[src/rtl/register_file_2r1w.sv]
// 2-read / 1-write register file with a multi-cycle clear sweep and write mask.
// Optional same-cycle write-to-read bypass when REGFILE_BYPASS_EN is defined.
module register_file_2r1w #(
  parameter int WIDTH  = 32,
  parameter int ADDR_W = 3
) (
  input  logic                      Clk,
  input  logic                      Rst,
  input  logic [ADDR_W-1:0]         R_Addr_A,
  output logic [WIDTH-1:0]          R_Data_A,
  input  logic [ADDR_W-1:0]         R_Addr_B,
  output logic [WIDTH-1:0]          R_Data_B,
  input  logic [ADDR_W-1:0]         W_Addr,
  input  logic                      W_En,
  input  logic [WIDTH-1:0]          W_Data,
  input  logic                      Clr,
  output logic                      Busy,
  output logic                      W_Drop,
  output logic [(2**ADDR_W)-1:0]    Written
);

  localparam int DEPTH = 2 ** ADDR_W;
  localparam logic [ADDR_W-1:0] LAST = ADDR_W'(DEPTH - 1);

  typedef enum logic {
    IDLE,
    SWEEP
  } state_t;

  state_t            state;
  logic [ADDR_W-1:0] ptr;
  logic [WIDTH-1:0]  mem [DEPTH];

  always_ff @(posedge Clk or posedge Rst) begin
    if (Rst) begin
      state   <= IDLE;
      Busy    <= 1'b0;
      ptr     <= '0;
      Written <= '0;
      for (int i = 0; i < DEPTH; i++) begin
        mem[i] <= '0;
      end
    end else begin
      unique case (state)
        IDLE: begin
          if (W_En) begin
            mem[W_Addr]     <= W_Data;
            Written[W_Addr] <= 1'b1;
          end
          if (Clr) begin
            state <= SWEEP;
            Busy  <= 1'b1;
            ptr   <= '0;
          end
        end
        SWEEP: begin
          mem[ptr]     <= '0;
          Written[ptr] <= 1'b0;
          if (ptr == LAST) begin
            state <= IDLE;
            Busy  <= 1'b0;
            ptr   <= '0;
          end else begin
            ptr <= ptr + ADDR_W'(1);
          end
        end
        default: begin
          state <= IDLE;
          Busy  <= 1'b0;
          ptr   <= '0;
        end
      endcase
    end
  end

  assign W_Drop = W_En & Busy;

`ifdef REGFILE_BYPASS_EN
  logic byp_a;
  logic byp_b;

  // Forwarding is suppressed while sweeping since the write is dropped.
  assign byp_a = W_En && !Busy && (R_Addr_A == W_Addr);
  assign byp_b = W_En && !Busy && (R_Addr_B == W_Addr);

  assign R_Data_A = byp_a ? W_Data : mem[R_Addr_A];
  assign R_Data_B = byp_b ? W_Data : mem[R_Addr_B];
`else
  assign R_Data_A = mem[R_Addr_A];
  assign R_Data_B = mem[R_Addr_B];
`endif

endmodule

[config.mk]
export PLATFORM = sky130hd
export DESIGN_NAME = register_file_2r1w
export DESIGN_NICKNAME = d
export VERILOG_FILES = /design/src/rtl/register_file_2r1w.sv
export SDC_FILE = /design/constraint.sdc
export NUM_CORES = 1
export LEC_CHECK = 0
export CAP_MARGIN = 20
export CORE_MARGIN = 3
export CORE_UTILIZATION = 30
export DETAILED_ROUTE_END_ITERATION = 16
export MAX_ROUTING_LAYER = met4
export PLACE_DENSITY = 0.43
export SYNTH_ARGS = -nofsm -noshare
export SYNTH_HDL_FRONTEND = slang
export SYNTH_SLANG_ARGS = --single-unit
export TNS_END_PERCENT = 100
[constraint.sdc]
create_clock -name Clk -period 23.5 [get_ports Clk]
set_input_delay 4.7 -clock Clk [delete_from_list [all_inputs] [get_ports Clk]]
set_output_delay 4.7 -clock Clk [all_outputs]
set_load 0.05 [all_outputs]
==> impl_metrics.env <==
export IMPL_globalRouteTotalUtil_pct=19.0
export IMPL_finalCritPeriodShare_pct=52.1
export IMPL_setup_viol_count_final=0
export IMPL_first_pass_iters=5
export IMPL_start_util_pct=30.7
export IMPL_vias_per_cell=5.09
export IMPL_pwr_share_clk_pct=25.6
export IMPL_report_final_slew_viol_count=0
export IMPL_io_buffers=118
export IMPL_antennaDiodeCount=0
export IMPL_die_area_sq_mm=0.0522
export IMPL_dp_hpwl_um=25200
export IMPL_syn_nets=1205
export IMPL_cts_resized=0
export IMPL_synth_top_area_share_pct=45.3
export IMPL_clock_latency_ns=0.54
export IMPL_drive_gt1_share_pct=22.8
export IMPL_combPwrFrac_pct=39.0
export IMPL_area_growth_syn_to_layout_pct=19.4
export IMPL_period_minus_slack_ns=12.25
export IMPL_pre_cts_ws_ns=11.17
export IMPL_drc=0
export IMPL_yosysTopAreaCell="dfrtp_1"
export IMPL_min_path_type="reg -> reg"
export IMPL_num_rows=80
export IMPL_hold_violations=0
export IMPL_ys_seq_elements=269
export IMPL_ys_warn_count=0
export IMPL_grt_use_met3_pct=2.33
export IMPL_layout_commonest_cell="nand2_1"
export IMPL_nets=1288
export IMPL_hold_path_endpoint="Written[4]"
export IMPL_synth_avg_cell_area_sq_um=12.8
export IMPL_antenna_found_initial=0
export IMPL_hold_depth=2
export IMPL_cts_hold_buf=0
export IMPL_grt_first_pass_wirelength_um=72500
export IMPL_drtAntennaViolNets=0
export IMPL_wire_per_inst_um=24.7
export IMPL_top_usage_layer="met2"
export IMPL_grt_pass1_vias=10700
export IMPL_synth_area_leaders="dfrtp_1 45%, mux4_2 19%, mux2i_1 17%, nand2_1 6.9%, mux2_2 4.8%"
export IMPL_grt_max_degree=130
export IMPL_required_ns=18.80
export IMPL_r2r_start="state"
export IMPL_fin_tns_setup_ns=0
export IMPL_clkTransAtPathRegs_ns=0.05
export IMPL_switching_share_pct=38.8
export IMPL_critPathArrivalTime_ns=7.55
export IMPL_vdd_ir_drop_max_mv=0.0723
export IMPL_rrSetupSlack_ns=20.94
export IMPL_final_cell_mix="271 x nand2_1, 269 x dfrtp_1, 257 x mux2i_1, 128 x mux4_2, 112 x clkdlybuf4s50_1"
export IMPL_power_leakage_nw=8.49
export IMPL_pwr_share_seq_pct=35.5
export IMPL_yosysSeqAreaShare_pct=45.3
export IMPL_htreeDepth=2
export IMPL_met2_usage_pct=28.7
export IMPL_max_cap_violations=0
export IMPL_io_pins=119
export IMPL_holdCritStartpoint="Written[4]"
export IMPL_intPower_w=0.00136
export IMPL_worstSetupPathType="in -> out"
export IMPL_status="complete, no violations"
export IMPL_rsz0062_at_grt="false"
export IMPL_synth_area_sq_mm=0.0149
export IMPL_place_gp_congestion=0.720
export IMPL_netlist_instances=1157
export IMPL_yosysUniqueCellTypes=29
export IMPL_powerDensity_mw_per_mm2=126
export IMPL_fmax_mhz=81.6
export IMPL_grtUsageMet1_pct=27.5
export IMPL_ff2ff_path_depth=4
export IMPL_fin_skew_ns=0.0172
export IMPL_timing_rr_end="mem[61]"
export IMPL_worst_slew_pin_slew_ns=1.01
export IMPL_cts_sink_count=269
export IMPL_worstPathMaxFanout=36
export IMPL_die_w_um=229
export IMPL_core_sq_mm=0.0483
export IMPL_slew_headroom_pct=33.0
export IMPL_cts_setup_buffers=0
export IMPL_cts_path_max_buffers=3
export IMPL_p_switching_w=0.000866
export IMPL_layout_setup_ws_ns=11.25
export IMPL_vias=9778
export IMPL_worst_setup_path_end_kind="output port"
export IMPL_cts_root_buf="clkbuf_16"
export IMPL_die_y_um=229
export IMPL_cts_made_buffers=36
export IMPL_cts_tree="built"
export IMPL_first_iter_violations=527
export IMPL_critPathLaunchType="primary input"
export IMPL_wirelength_um=47500
export IMPL_globalRouteOverflowTotal=0
final cells by class:
class                           count  area, sq um
Inverter                           35          139
Clock inverter                     12          171
Fill cell                        4694        30600
Sequential cell                   269         6730
Tap cell                          656          821
Timing Repair Buffer              142         1340
Multi-Input combinational cell    756         7500
Clock buffer                       52         1030
critical path, stage by stage:
cell and delay, ns:
buf_4 0.47, buf_4 0.72, mux4_2 0.59, mux2_2 0.32
clkdlybuf4s50_1 0.72
flip-flops by register name, summed over array words and instances (netlist names):
name / flops
mem: 256
Written: 8
ptr: 3
Busy: 1
state: 1
routing by layer:
| metal | wire, um | up-vias |
|---|---|---|
| met3 | 1870 | 52 |
| met1 | 23100 | 5229 |
| met2 | 21700 | 177 |
| met4 | 802 | 0 |
| li1 | - | 4320 |
| met5 | 0 | - |
power by group through the flow:
stage,Clock (W),Combinational [W],Sequential (W)
final,0.000571,0.000869,0.000791
after global routing,0.000602,0.000937,0.000822
after CTS,0.000586,0.000883,0.000791
after detailed placement,0,0.000881,0.000795
after global placement,0,0.000870,0.000792
after floorplan,0,0.000612,0.000766
worst max path at each step:
stage / start / to / slack, ns / cells after the start
6_report: R_Addr_A[0] / R_Data_A[0] / 11.25 / 5
5_1_grt: R_Addr_A[0] / R_Data_A[0] / 11.06 / 5
4_1_cts: R_Addr_A[0] / R_Data_A[0] / 11.18 / 5
3_5_place_dp: R_Addr_A[0] / R_Data_A[0] / 11.17 / 5
3_3_place_gp: R_Addr_B[0] / R_Data_B[0] / 11.22 / 5
2_1_floorplan: Rst / Busy / 11.39 / 1
metrics by stage:
stage                     hold WS (ns)  instance area, sq um  instances  util (%)  total power, W
after global routing             0.508                 17700       1922      36.7         0.00236
after detailed placement         0.466                 16500       1858      34.2         0.00168
after global placement           0.463                 16500       1858      34.2         0.00166
final                            0.486                 17700       1922      36.7         0.00223
after floorplan                  0.508                 14900       1157         -         0.00138
after CTS                        0.490                 17700       1922      36.7         0.00226
logic make-up (layout without fill, tap and decap cells):
| family | count (synthesis) | count (layout) | synth area share [%] |
|---|---|---|---|
| multiplexers | 449 | 449 | 41.6 |
| adder cells (fa/ha/maj) | 3 | 3 | 0.253 |
| AND/OR/NAND/NOR | 297 | 297 | 8.16 |
| flip-flops | 269 | 269 | 45.3 |
| buffers and inverters | 132 | 241 | 4.44 |
| AO/OA/AOI/OAI | 7 | 7 | 0.295 |
synthesized netlist by cell type:
library cell  instances
clkbuf_1             34
and2_1                1
or3_1                 2
or4_4                 1
buf_2                32
nand3_1               1
buf_6                 5
nand4_1               1
mux2i_1             257
ha_1                  3
a21o_1                3
inv_1                35
dfrtp_1             269
nor3b_1               1
o22ai_1               1
nand4bb_1             3
nor2_1                3
o21ai_0               3
nand3b_1              1
mux4_2              128
nand2b_1              4
buf_1                 3
nor2_2                2
nor3_4                1
nand4b_1              3
nand2_1             272
mux2_2               64
or4b_1                1
buf_4                23
No activity file was read; power rests on OpenSTA's default activity.
